==> config.mk <==
export PLATFORM = sky130hd
export DESIGN_NAME = game_judge
export DESIGN_NICKNAME = d
export VERILOG_FILES = /design/src/rtl/game_pkg.sv /design/src/rtl/btn_debounce.sv /design/src/rtl/game_judge.sv
export SDC_FILE = /design/constraint.sdc
export NUM_CORES = 1
export LEC_CHECK = 0
export CORE_UTILIZATION = 63
export CTS_CLUSTER_DIAMETER = 200
export CTS_CLUSTER_SIZE = 12
export DETAILED_ROUTE_END_ITERATION = 12
export PLACE_DENSITY = 0.82
export SYNTH_ARGS = -nofsm -noshare
export SYNTH_HDL_FRONTEND = slang
export SYNTH_SLANG_ARGS = --single-unit
==> constraint.sdc <==
create_clock -name clk -period 6.7 [get_ports clk]
set_clock_uncertainty 0.15 [all_clocks]
set_input_delay 1.005 -clock clk [delete_from_list [all_inputs] [get_ports clk]]
set_output_delay 1.005 -clock clk [all_outputs]
set_load 0.01 [all_outputs]
==> src/rtl/game_pkg.sv <==
// Shared definitions for the stop-the-counter game judge: state codes,
// score limits, the counter value type and the BCD score incrementer.
package game_pkg;

  localparam logic [1:0] ST_IDLE = 2'd0;
  localparam logic [1:0] ST_PLAY = 2'd1;
  localparam logic [1:0] ST_SHOW = 2'd2;
  localparam logic [1:0] ST_OVER = 2'd3;

  localparam int BCD_MAX   = 9;
  localparam int SCORE_MAX = 99;

  typedef logic [3:0] count_t;

  // Returns {tens, ones} after one point, holding at SCORE_MAX.
  function automatic logic [7:0] bcd_inc(input logic [3:0] tens, input logic [3:0] ones);
    logic [7:0] v;
    v = {tens, ones};
    if (int'(tens) * 10 + int'(ones) < SCORE_MAX) begin
      if (ones == 4'(BCD_MAX)) v = {tens + 4'd1, 4'd0};
      else                     v = {tens, ones + 4'd1};
    end
    return v;
  endfunction

endpackage

==> src/rtl/btn_debounce.sv <==
// Two-flop synchronizer, stability-count debouncer and rising-edge pulse
// for one asynchronous, bouncy push button.
module btn_debounce #(
  parameter int unsigned DEBOUNCE_CYCLES = 1000
) (
  input  logic clk,
  input  logic rst,
  input  logic raw,
  output logic level,
  output logic rise
);

  localparam int unsigned CW = $clog2(DEBOUNCE_CYCLES + 1);

  logic          r_s1;
  logic          r_s2;
  logic          r_level;
  logic          r_level_d;
  logic [CW-1:0] r_cnt;

  // The flip lands on the edge where the count would reach DEBOUNCE_CYCLES.
  always_ff @(posedge clk or posedge rst) begin
    if (rst) begin
      r_s1      <= 1'b0;
      r_s2      <= 1'b0;
      r_level   <= 1'b0;
      r_level_d <= 1'b0;
      r_cnt     <= '0;
    end else begin
      r_s1      <= raw;
      r_s2      <= r_s1;
      r_level_d <= r_level;
      if (r_s2 != r_level) begin
        if (r_cnt == CW'(DEBOUNCE_CYCLES - 1)) begin
          r_level <= r_s2;
          r_cnt   <= '0;
        end else begin
          r_cnt <= r_cnt + CW'(1);
        end
      end else begin
        r_cnt <= '0;
      end
    end
  end

  assign level = r_level;
  assign rise  = r_level & ~r_level_d;

endmodule

==> src/rtl/game_judge.sv <==
// Round sequencer: samples the game counter on a debounced stop press,
// judges hit/miss against TARGET and keeps BCD score and lives.
module game_judge
  import game_pkg::*;
#(
  parameter int unsigned TARGET          = 7,
  parameter int unsigned LIVES           = 3,
  parameter int unsigned DEBOUNCE_CYCLES = 1000,
  parameter int unsigned HOLD_CYCLES     = 50_000_000
) (
  input  logic       clk,
  input  logic       rst,
  input  logic       btn_raw,
  input  logic       start,
  input  logic [3:0] count_in,
  output logic [3:0] latched,
  output logic [3:0] score_tens,
  output logic [3:0] score_ones,
  output logic [2:0] lives_left,
  output logic       hit,
  output logic       miss,
  output logic       game_over,
  output logic [1:0] state_out
);

  localparam int unsigned HW = $clog2(HOLD_CYCLES + 1);

  logic          w_btn_level;
  logic          w_btn_rise;
  logic          w_press;
  logic [7:0]    w_score_next;

  logic          r_st1, r_st2, r_st3, r_go;
  count_t        r_c1, r_c2, r_c3, r_acc;
  logic [1:0]    r_state;
  logic [HW-1:0] r_hold;
  logic [3:0]    r_latched, r_tens, r_ones;
  logic [2:0]    r_lives;
  logic          r_hit, r_miss;

  btn_debounce #(.DEBOUNCE_CYCLES(DEBOUNCE_CYCLES)) u_btn (
    .clk   (clk),
    .rst   (rst),
    .raw   (btn_raw),
    .level (w_btn_level),
    .rise  (w_btn_rise)
  );

  assign w_press      = w_btn_rise & w_btn_level;
  assign w_score_next = bcd_inc(r_tens, r_ones);

  // Count bits may be caught mid-transition; only a value seen twice is trusted.
  always_ff @(posedge clk or posedge rst) begin
    if (rst) begin
      r_st1 <= 1'b0;
      r_st2 <= 1'b0;
      r_st3 <= 1'b0;
      r_go  <= 1'b0;
      r_c1  <= '0;
      r_c2  <= '0;
      r_c3  <= '0;
      r_acc <= '0;
    end else begin
      r_st1 <= start;
      r_st2 <= r_st1;
      r_st3 <= r_st2;
      r_go  <= r_st2 & ~r_st3;
      r_c1  <= count_in;
      r_c2  <= r_c1;
      r_c3  <= r_c2;
      if (r_c2 == r_c3) r_acc <= r_c2;
    end
  end

  always_ff @(posedge clk or posedge rst) begin
    if (rst) begin
      r_state   <= ST_IDLE;
      r_hold    <= '0;
      r_latched <= '0;
      r_tens    <= '0;
      r_ones    <= '0;
      r_lives   <= '0;
      r_hit     <= 1'b0;
      r_miss    <= 1'b0;
    end else begin
      r_hit  <= 1'b0;
      r_miss <= 1'b0;
      case (r_state)
        ST_IDLE, ST_OVER: begin
          if (r_go) begin
            r_tens  <= '0;
            r_ones  <= '0;
            r_lives <= LIVES[2:0];
            r_state <= ST_PLAY;
          end
        end
        ST_PLAY: begin
          if (w_press) begin
            r_latched <= r_acc;
            if (r_acc == TARGET[3:0]) begin
              r_hit  <= 1'b1;
              r_tens <= w_score_next[7:4];
              r_ones <= w_score_next[3:0];
            end else begin
              r_miss <= 1'b1;
              if (r_lives != '0) r_lives <= r_lives - 3'd1;
            end
            r_hold  <= '0;
            r_state <= ST_SHOW;
          end
        end
        ST_SHOW: begin
          if (r_hold == HW'(HOLD_CYCLES - 1)) begin
            r_state <= (r_lives != '0) ? ST_PLAY : ST_OVER;
          end else begin
            r_hold <= r_hold + HW'(1);
          end
        end
        default: r_state <= ST_IDLE;
      endcase
    end
  end

  assign latched    = r_latched;
  assign score_tens = r_tens;
  assign score_ones = r_ones;
  assign lives_left = r_lives;
  assign hit        = r_hit;
  assign miss       = r_miss;
  assign game_over  = (r_state == ST_OVER);
  assign state_out  = r_state;

endmodule
==> results of run 1 <==
-- layout make-up --
type	count	area (µm²)	share of cell area, %
repair buffers	29	285	6.34
clock inverters	7	80.1	1.78
multi-input cells	280	1860	41.4
clock buffers	9	124	2.75
well taps	75	93.8	2.09
flip-flops and latches	79	1980	43.9
inverters	21	78.8	1.75
-- final timing paths --
kind	from	endpoint	slack, ns	depth (start not counted)
worst max-delay path	score_tens[1]$_DFFE_PP0P_	score_ones[2]$_DFFE_PP0P_	2.98	11
worst min-delay path	r_c1[3]$_DFF_PP0_	r_c2[3]$_DFF_PP0_	0.21	0
worst max register to register	score_tens[1]$_DFFE_PP0P_	score_ones[2]$_DFFE_PP0P_	2.98	11
worst min register to register	r_c1[3]$_DFF_PP0_	r_c2[3]$_DFF_PP0_	0.21	0
max in group asynchronous	rst	r_hold[2]$_DFFE_PP0P_	4.59	3
min in group asynchronous	rst	r_c1[3]$_DFF_PP0_	0.71	2
-- cell usage after synthesis (2+ instances only) --
library cell  instances
a21oi_1              14
a31oi_1               3
a41o_1                2
and2_1                3
and2b_1               2
and3_1                8
clkbuf_1              8
dfrtp_1              79
fa_1                  2
ha_1                 18
inv_1                21
mux2_2                5
nand2_1              41
nand3_1              18
nand3b_1              3
nand4_1               8
nand4b_1              2
nor2_1               39
nor2b_1               3
nor3_1               10
nor4b_1               3
o211ai_1              3
o21ai_0              13
o21ai_1               5
o22ai_1               2
o31ai_1               3
o41a_1                3
o41ai_2               2
or2_2                 4
or3_1                 5
xnor2_1              16
xor2_1               18
-- power groups by stage --
stage | combinational (mW) | sequential, mW | clock (mW)
global route | 0.239 | 0.550 | 0.387
finish | 0.211 | 0.545 | 0.362
CTS | 0.213 | 0.545 | 0.370
detailed placement | 0.209 | 0.554 | 0
floorplan | 0.147 | 0.551 | 0
global placement | 0.200 | 0.551 | 0
-- kinds of logic (layout without fill, tap and decap cells) --
kind of cell	after synthesis	after routing
buffers and inverters	31	66
and+or+nand+nor	161	161
xor gates and xnor gates	34	34
muxes	6	6
AOI/OAI and AO/OA	59	59
adders and majority gates	20	20
DFF	79	79
-- state kept, by name, indices dropped and copies added, names as in the netlist, 2 cells and up --
name and flops:
r_c2 4, score_tens 4, state_out 2, r_c1 4, latched 4, r_acc 4
r_hold 26, lives_left 3, r_c3 4, u_btn.r_cnt 10, score_ones 4
-- per-layer routing --
layer	vias to the layer above	wire length [µm]	GRT usage (%)
met2	57	3550	39.9
met1	1384	3400	32.0
met4	0	102	7.14
li1	1417	-	-
met3	11	208	6.74
met5	-	0	0
-- critical path: cells and delay by family (launching register included) --
family | cells | cell delay (ns)
AND/OR/NAND/NOR | 3 | 0.85
flip-flops | 1 | 0.46
adder cells (fa/ha/maj) | 3 | 0.97
buffers and inverters | 1 | 0.07
AO/OA/AOI/OAI | 4 | 1.14
-- per-stage QoR --
step	power, mW	setup WS, ns
2_1_floorplan	0.698	3.21
3_3_place_gp	0.751	3.07
3_5_place_dp	0.763	3.00
4_1_cts	1.13	2.98
5_1_grt	1.18	2.77
6_report	1.12	2.98
-- placed cells by master (no fill, tap or decap), types with 2 or more instances in the layout --
cell and n:
dfrtp_1 79, nand2_1 41, nor2_1 39, clkdlybuf4s50_1 27, inv_1 20, xor2_1 18
nand3_1 18, ha_1 18, xnor2_1 16, a21oi_1 14, o21ai_0 13, nor3_1 10
clkbuf_8 9, and3_1 8, nand4_1 8, o21ai_1 5, or3_1 5, mux2_2 5
or2_2 4, nor2b_1 3, and2_1 3, nand3b_1 3, o211ai_1 3, nor4b_1 3
a31oi_1 3, o41a_1 3, o31ai_1 3, nand4b_1 2, and2b_1 2, o41ai_2 2
o22ai_1 2, a41o_1 2, fa_1 2, inv_6 2, buf_4 2
==> flow_metrics.env, run 1 <==
export IMPL_p_sw_mw=0.336
export IMPL_layout_nets=448
export IMPL_ir_worst_vdd_uv=253
export IMPL_instances_no_fill=500
export IMPL_numPortBuffers=27
export IMPL_syn_area_um2=3960
export IMPL_worst_setup_path_end_kind="flop"
export IMPL_worst_pin_slew_ns=0.925
export IMPL_cts_htree_levels=3
export IMPL_clk_pin_slew_ns=0.09
export IMPL_cts_root_buf="clkbuf_8"
export IMPL_yosys_area_share_simple_pct=20.7
export IMPL_die_w_um=81.3
export IMPL_swShare_pct=30.1
export IMPL_synthAdderAreaFrac_pct=6.69
export IMPL_yosysUniqueCellTypes=56
export IMPL_period_share_pct=55.6
export IMPL_maxSlewHeadroom_pct=38.0
export IMPL_power_internal_mw=0.782
export IMPL_synth_avg_cell_area_um2=10.2
export IMPL_grt_ovfl_total=0
export IMPL_drive_gt1_share_pct=8.00
export IMPL_grt_max_degree=71
export IMPL_finalSetupViolCount=0
export IMPL_syn_inst=390
export IMPL_cap_viol_max_count=0
export IMPL_arrival_ns=3.84
export IMPL_fin_util_pct=75.1
export IMPL_fp_dieH_um=81.3
export IMPL_crit_type="reg2reg"
export IMPL_fillers=420
export IMPL_drt_total_wl_mm=7.26
export IMPL_n_antenna_cell=0
export IMPL_hold_buffers=0
export IMPL_rows=28
export IMPL_clock_path_buffers=2
export IMPL_vias=2869
export IMPL_ys_top_cells_by_area="dfrtp_1 (50%), ha_1 (5.7%), xor2_1 (4.0%), nand2_1 (3.9%), nor2_1 (3.7%)"
export IMPL_dp_hpwl_mm=5.08
export IMPL_power_frac_comb_pct=18.9
export IMPL_io_pins=28
export IMPL_ys_seq_area_share_pct=49.9
export IMPL_cts_made_buffers=9
export IMPL_hold_viol=0
export IMPL_synthMuxAreaShare_pct=1.67
export IMPL_wire_per_inst_um=14.5
export IMPL_p_seq_share_pct=48.8
export IMPL_synth_top_family_by_area="simple AND/OR/NAND/NOR gates"
export IMPL_die_area_um2=6610
export IMPL_synth_edf_count=0
export IMPL_required_ns=6.81
export IMPL_grt_pass1_vias=2730
export IMPL_cts_setup_buffers=0
export IMPL_hold_ws_ns=0.207
export IMPL_p_leak_nw=2.04
export IMPL_synth_seq_cells=79
export IMPL_finalMaxSlewViolations=0
export IMPL_finalCriticalPeriod_ns=3.72
export IMPL_grt_usage_pct=24.5
export IMPL_dr_pass1_iters=4
export IMPL_cts_tree="done"
export IMPL_clock_sinks=79
export IMPL_grt_pass1_wl_mm=12.1
export IMPL_power_density_nw_per_um2=249
export IMPL_start_util_pct=66.1
export IMPL_dp_cells=484
export IMPL_synthArstFlopShare_pct=100
export IMPL_antenna_found_initial=0
export IMPL_gp_congestion=0.792
export IMPL_clock_latency_ns=0.36
export IMPL_startpoint_type="flop"
export IMPL_synth_compound_area_share_pct=10.3
export IMPL_vias_per_cell=5.74
export IMPL_max_freq_mhz=269
export IMPL_synth_top_flop_cell="dfrtp_1"
export IMPL_core_area_um2=5990
export IMPL_rsz0062_at_grt="false"
export IMPL_drt_iter0_markers=246
export IMPL_cts_resized=0
export IMPL_syn2layout_area_growth_pct=13.5
export IMPL_cpMostUsedCell="ha_1"
export IMPL_placed_area_um2=4300
export IMPL_hp_class="reg2reg"
export IMPL_synth_xor_area_share_pct=7.51
export IMPL_clkPwrFrac_pct=32.4
export IMPL_path_cells="ha_1 > ha_1 > inv_1 > fa_1 > and2b_1 > o21ai_1 > or4b_1 > a31o_1 > o31ai_4 > nand2_2 > o41ai_2"
export IMPL_synth_top_cell_area_share_pct=49.9
export IMPL_drtAntennaViolNets=0
export IMPL_tns_ns=0
export IMPL_synth_warnings=0
export IMPL_cp_slowest_stage_delay_ns=0.46
export IMPL_synth_nets=418
export IMPL_cp_slowest_cell="dfrtp_1"
export IMPL_yosysTopAreaCell="dfrtp_1"
export IMPL_cp_max_fo=10
export IMPL_final_area_um2=4500
export IMPL_drt_drc_violations_left=0
export IMPL_status="complete, no violations"
(Power assumes the default switching activity.)
==> run 2, diff against run 1 <==
--- a/config.mk
+++ b/config.mk
@@ -5,11 +5,11 @@
 export SDC_FILE = /design/constraint.sdc
 export NUM_CORES = 1
 export LEC_CHECK = 0
-export CORE_UTILIZATION = 63
+export CORE_UTILIZATION = 59
 export CTS_CLUSTER_DIAMETER = 200
 export CTS_CLUSTER_SIZE = 12
 export DETAILED_ROUTE_END_ITERATION = 12
-export PLACE_DENSITY = 0.82
+export PLACE_DENSITY = 0.77
 export SYNTH_ARGS = -nofsm -noshare
 export SYNTH_HDL_FRONTEND = slang
 export SYNTH_SLANG_ARGS = --single-unit
==> constraint.sdc (replaced) <==
create_clock -name clk -period 3.8 [get_ports clk]
set_clock_uncertainty 0.15 [all_clocks]
set_input_delay 0.57 -clock clk [delete_from_list [all_inputs] [get_ports clk]]
set_output_delay 0.57 -clock clk [all_outputs]
set_load 0.01 [all_outputs]
==> run 2 against run 1 <==
Net effect:
- the flow now finishes with violations (design-rule violations)
- non-clock buffer count is 5 higher
- via count hardly changed
- critical path depth is 1 higher
- clock power is 56% higher
- sequential share of layout area is 0.27 points lower
- maximum frequency is 3.0% higher
- register-to-register slack worse by 2.8 ns
- largest power group unchanged
- critical path type unchanged
- critical endpoint is now score_tens[2]$_DFFE_PP0P_
- core utilization is 4.6 points lower
- worst hold slack worse by 0.0024 ns
- power is 71% higher
- routed wire length is 0.11% lower
- sequential cell count stayed put
==> flow_metrics.env, run 2 (synthesized netlist as in run 1, its figures left out) <==
export IMPL_hp_class="reg2reg"
export IMPL_fp_dieH_um=84.0
export IMPL_p_sw_mw=0.587
export IMPL_layout_commonest_cell="dfrtp_1"
export IMPL_cp_max_fo=10
export IMPL_holdPathStages=0
export IMPL_placed_area_um2=4330
export IMPL_clkPwrFrac_pct=29.5
export IMPL_rsz0062_at_grt="false"
export IMPL_ir_worst_vdd_uv=277
export IMPL_clock_sinks=79
export IMPL_cpMostUsedCell="ha_1"
export IMPL_max_freq_mhz=277
export IMPL_ff2ff_setup_slack_ns=0.19
export IMPL_required_ns=3.90
export IMPL_syn2layout_area_growth_pct=14.2
export IMPL_top_regs="r_hold (26), u_btn.r_cnt (10)"
export IMPL_drt_iter0_markers=186
export IMPL_cap_viol_max_count=0
export IMPL_total_power_mw=1.91
export IMPL_reg2regPathDepth=12
export IMPL_largest_register="r_hold"
export IMPL_cp_slowest_cell="or4b_1"
export IMPL_hold_buffers=0
export IMPL_drtAntennaViolNets=0
export IMPL_dr_pass1_iters=9
export IMPL_startpoint_type="flop"
export IMPL_finalCriticalPeriod_ns=3.61
export IMPL_worst_pin_slew_ns=0.998
export IMPL_p_seq_share_pct=50.4
export IMPL_cts_made_buffers=9
export IMPL_tns_ns=0
export IMPL_cts_root_buf="clkbuf_8"
export IMPL_grt_max_degree=45
export IMPL_gp_congestion=0.837
export IMPL_clk_pin_slew_ns=0.08
export IMPL_fin_util_pct=70.5
export IMPL_r2r_end="score_tens[2]$_DFFE_PP0P_"
export IMPL_vias=2867
export IMPL_p_leak_nw=2.06
export IMPL_grt_pass1_vias=2868
export IMPL_start_util_pct=61.7
export IMPL_final_cell_mix="dfrtp_1 (79), nand2_1 (41), nor2_1 (39)"
export IMPL_cts_htree_levels=3
export IMPL_hold_end="r_c2[2]$_DFF_PP0_"
export IMPL_hp_start="r_c1[2]$_DFF_PP0_"
export IMPL_vias_per_cell=5.65
export IMPL_violations="design-rule violations"
export IMPL_swShare_pct=30.7
export IMPL_worstSetupPathDepth=12
export IMPL_worst_setup_path_end_kind="flop"
export IMPL_cts_tree="done"
export IMPL_drt_total_wl_mm=7.25
export IMPL_grt_ovfl_total=0
export IMPL_io_pins=28
export IMPL_cp_slowest_stage_delay_ns=0.48
export IMPL_fillers=477
export IMPL_hold_ws_ns=0.204
export IMPL_finalMaxSlewViolations=0
export IMPL_largest_register_ffs=26
export IMPL_period_share_pct=95.1
export IMPL_reg2reg_from="score_tens[3]$_DFFE_PP0P_"
export IMPL_clock_latency_ns=0.35
export IMPL_die_w_um=84.0
export IMPL_maxSlewHeadroom_pct=33.2
export IMPL_hold_viol=0
export IMPL_path_buf_inv=2
export IMPL_path_cells="ha_1 > ha_1 > inv_1 > fa_1 > and2b_1 > o21ai_1 > or4b_1 > a31o_2 > o31ai_4 > buf_4 > o22ai_1 > a41o_1"
export IMPL_finalSetupViolCount=0
export IMPL_drive_gt1_share_pct=9.30
export IMPL_numPortBuffers=27
export IMPL_core_area_um2=6420
export IMPL_status="complete, but fails checks"
export IMPL_wire_per_inst_um=14.3
export IMPL_arrival_ns=3.71
export IMPL_crit_type="reg2reg"
export IMPL_rows=29
export IMPL_layout_nets=453
export IMPL_die_area_um2=7050
export IMPL_drt_drc_violations_left=8
export IMPL_power_frac_comb_pct=20.1
export IMPL_crit_family="compound AO/OA/AOI/OAI gates"
export IMPL_power_density_nw_per_um2=422
export IMPL_dp_hpwl_mm=5.11
export IMPL_grt_pass1_wl_mm=13.0
export IMPL_n_antenna_cell=0
export IMPL_power_internal_mw=1.32
export IMPL_clock_path_buffers=2
export IMPL_final_area_um2=4530
export IMPL_grt_usage_pct=23.4
export IMPL_antenna_found_initial=0
[run 2: cell count changes in the layout (fill, tap and decap cells not counted)]
cell,before,now
a31o_2,0,1
a31o_1,1,0
clkinv_4,1,0
clkinvlp_4,1,2
buf_12,0,1
bufinv_16,1,0
inv_8,1,0
inv_6,2,4
buf_4,2,6
[run 2: what timing repair did]
item,CTS,global route
setup buffers,0,3
gates resized for setup,0,1
setup endpoints to repair,0,5
[run 2: area by class of cell]
cell class                 instances  area [µm²]  area share [%]
clock buffer                       9         124            2.74
clock inverter                     7        55.1            1.22
inverter                          21        78.8            1.74
multi-input combinational        280        1860            41.1
sequential                        79        1980            43.7
tap                               77        96.3            2.13
timing repair buffer              34         335            7.41
[run 2: per-stage QoR]
stage          instances  setup slack, ns
2_1_floorplan        390            0.305
3_3_place_gp         488            0.198
3_5_place_dp         488            0.119
4_1_cts              504            0.103
5_1_grt              507           0.0210
6_report             507            0.186
[run 2: worst max path at each step]
stage                                   start                   endpoint  slack [ns]
CTS                 score_tens[3]$_DFFE_PP0P_  score_ones[2]$_DFFE_PP0P_        0.10
detailed placement  score_tens[3]$_DFFE_PP0P_  score_ones[2]$_DFFE_PP0P_        0.12
floorplan           score_tens[1]$_DFFE_PP0P_  score_ones[2]$_DFFE_PP0P_        0.31
global placement    score_tens[3]$_DFFE_PP0P_  score_ones[2]$_DFFE_PP0P_        0.20
global route        score_tens[3]$_DFFE_PP0P_  score_tens[2]$_DFFE_PP0P_        0.02
finish              score_tens[3]$_DFFE_PP0P_  score_tens[2]$_DFFE_PP0P_        0.19
[run 2: per-layer routing]
layer | wire length, µm | track usage (%) | share of wire [%]
met1 | 3490 | 31.6 | 48
met2 | 3440 | 36.9 | 47
met3 | 256 | 7.12 | 3.5
met4 | 62 | 6.11 | 0.86
met5 | 0 | 0 | 0
[run 2: worst register-to-register path, cell delays in order (launching register included)]
cell     delay [ns]
dfrtp_1        0.45
ha_1           0.31
ha_1           0.21
inv_1          0.07
fa_1           0.44
and2b_1        0.26
o21ai_1        0.09
or4b_1         0.48
a31o_2         0.33
o31ai_4        0.28
buf_4          0.17
o22ai_1        0.07
a41o_1         0.21
[run 2: power by group through the flow]
stage	Sequential (mW)	Combinational [mW]	Clock (mW)
floorplan	0.972	0.258	0
global placement	0.973	0.360	0
detailed placement	0.980	0.374	0
CTS	0.964	0.377	0.587
global route	0.974	0.430	0.623
finish	0.963	0.383	0.564
==> patch: new RTL, config.mk and constraints of run 2 <==
Register the output `game_over`, cleared by the reset; this adds one clock of latency there. The other outputs are not delayed to match.
--- a/src/rtl/game_judge.sv
+++ b/src/rtl/game_judge.sv
@@ -127,7 +127,13 @@
   assign lives_left = r_lives;
   assign hit        = r_hit;
   assign miss       = r_miss;
-  assign game_over  = (r_state == ST_OVER);
+  always_ff @(posedge clk or posedge rst) begin
+    if (rst) begin
+      game_over <= '0;
+    end else begin
+      game_over <= (r_state == ST_OVER);
+    end
+  end
   assign state_out  = r_state;
 
 endmodule
Function: same outputs for any inputs over 10 cycles, from zero or initial values and one cycle with rst high; that may be too few to reach the edited logic, so the function may still have changed.
==> patch against run 2 <==
- critical endpoint is now score_tens[3]
- non-clock buffer count decreased by 3
- synthesized area increased by 2.1%
- worst setup slack improved by 0.22 ns
- global-route usage shrank 0.34 points
- utilization grew 0.70 points
- sequential cell count grew 1
- final area up 2.1%
- routed wire length grew 1.1%
- sequential share of layout area decreased by 0.37 points
- first-iteration DRC count down 22%
- the run still ends with DRC left
- power up 3.6%
==> patch: results (changes against run 2) <==
Worst Path Arrival = 3.53 ns (-0.18 ns)
Synth top cells by count = dfrtp_1 (80), nor2_1 (45), nand2_1 (32)
RePlAce Congestion = 0.829 (-0.96%)
Grt met2 use = 36.6% (-0.30 points)
Total negative setup slack = 0 ns (unchanged)
Post-synthesis sequential area ratio = 49.5% (-0.43 points)
Clock Path Buffers = 2 (unchanged)
CP max FO = 8 (-2)
Placed cell count = 476 (-2.5%)
CTS clk-pin slew, worst paths = 0.09 ns
Max VDD drop = 374 uV (+35%)
Clk root buf = clkbuf_8
YS warnings = 0 (unchanged)
Post-CTS Setup Bufs = 0 (unchanged)
Hold WC Path Type = register to register
M3 GR Usage = 4.67% (-2.5 points)
Antenna cell count = 0 (unchanged)
Failing checks = DRC
Final Max Slew Viols = 0 (unchanged)
Wire per inst = 14.9 um (+4.1%)
CTS buffer count = 9 (unchanged)
Syn Inst Count = 375 (-3.8%)
Antenna violations before repair = 0 (unchanged)
Buffers on Ports = 27 (unchanged)
Syn_nets = 403 (-3.6%)
Via count = 2828 (-1.4%)
Synth top area cells = dfrtp_1 (49%), ha_1 (5.6%), xor2_1 (5.4%)
Yosys cell types = 60 (+7.1%)
Number of synthesized flops with an enable pin = 0 (unchanged)
DRC violations left = 2 (-6)
Fin nets = 438 (-3.3%)
First-pass GRT wire length = 13.0 mm (-0.22%)
Outcome = finished with violations
Dpl hpwl = 5.11 mm (about the same)
All-Layer GR Usage = 23.0% (-0.34 points)
# resized after CTS = 0 (unchanged)
Iter 0 DRT Violations = 145 (-22%)
Largest net degree at the start of global routing = 54 (+20%)
Final Non-Filler Cells = 492 (-3.0%)
Placement Setup Slack = 0.511 ns (+0.392 ns)
Fraction of layout cells with a size suffix above 1 = 12.0% (+2.7 points)
Clock Latency Late Sink = 0.35 ns (about the same)
Drt first pass iters = 8 (-1)
CTS HTree Levels = 3 (unchanged)
Post-synth ARST share = 100% (unchanged)
Placed instance area = 4420 sq um (+2.2%)
Global Route met1 Usage = 31.4% (-0.14 points)
Static Leakage = 2.08 nW (+1.1%)
Vias in the first global route = 2865 (-0.10%)
Biggest regs = r_hold: 26 flops, u_btn.r_cnt: 10 flops
Actual slew at the worst max-slew pin = 0.886 ns (-0.112 ns)
-- patch: changes by cell type after synthesis, moves of 5 or more --
cell / change
o21ai_0: -6
a21oi_1: -5
clkbuf_1: -5
o21ai_1: -5
nor3_1: -6
or3_1: -5
nand2_1: -9
nor2_1: +6
xor2_1: +7
-- patch: logic make-up after synthesis --
logic type	count (synthesis)	synth area share [%]
flip-flops	80	49.5
AO/OA/AOI/OAI	48	10.1
multiplexers	10	2.75
buffers and inverters	25	2.57
AND/OR/NAND/NOR	155	20.5
XOR/XNOR	37	8.01
adder cells (fa/ha/maj)	20	6.55
-- patch: path summary, 6_finish.rpt --
kind	slack, ns	depth (start not counted)	to	start
min in group asynchronous	0.57	2	r_c3[0]	rst
setup reg to reg	0.40	11	score_tens[3]	score_tens[1]
max in group asynchronous	2.30	3	r_hold[10]	rst
hold reg to reg	0.20	0	r_st2	r_st1
hold / removal	0.20	0	r_st2	r_st1
setup / recovery	0.40	11	score_tens[3]	score_tens[1]
-- patch: layer usage --
| layer | routed length [um] | up-vias | part of all wire [%] |
|---|---|---|---|
| met5 | 0 | - | 0 |
| met3 | 203 | 7 | 2.8 |
| li1 | - | 1379 | - |
| met4 | 74 | 0 | 1.0 |
| met1 | 3510 | 1389 | 48 |
| met2 | 3540 | 53 | 48 |
-- patch: cell type report --
cell class / count / area [sq um]
Fill cell: 469 / 1870
Clock inverter: 7 / 77.6
Inverter: 18 / 68.8
Sequential cell: 80 / 2000
Multi-Input combinational cell: 270 / 1940
Tap cell: 77 / 96.3
Clock buffer: 9 / 124
Timing Repair Buffer: 31 / 313
-- patch: power breakdown --
group / switching, mW / total, mW / internal [mW]
registers: 0.0627 / 0.978 / 0.915
clock network: 0.322 / 0.632 / 0.310
logic: 0.206 / 0.369 / 0.163
-- patch: critical path, stage by stage (launching register included) --
cell and delay [ns]:
dfrtp_1 0.48, ha_1 0.33, ha_1 0.21, inv_1 0.08
fa_1 0.47, nor2b_1 0.18, o2111ai_1 0.14, o22ai_1 0.20
o211ai_1 0.27, nor3_2 0.45, nor3b_2 0.24, o2bb2ai_1 0.12
-- patch: metrics by stage --
step	utilization [%]	total power, mW
after floorplan	-	1.24
after global placement	68.1	1.35
after detailed placement	68.1	1.36
after CTS	71.2	2.00
after global routing	71.2	2.09
final	71.2	1.98
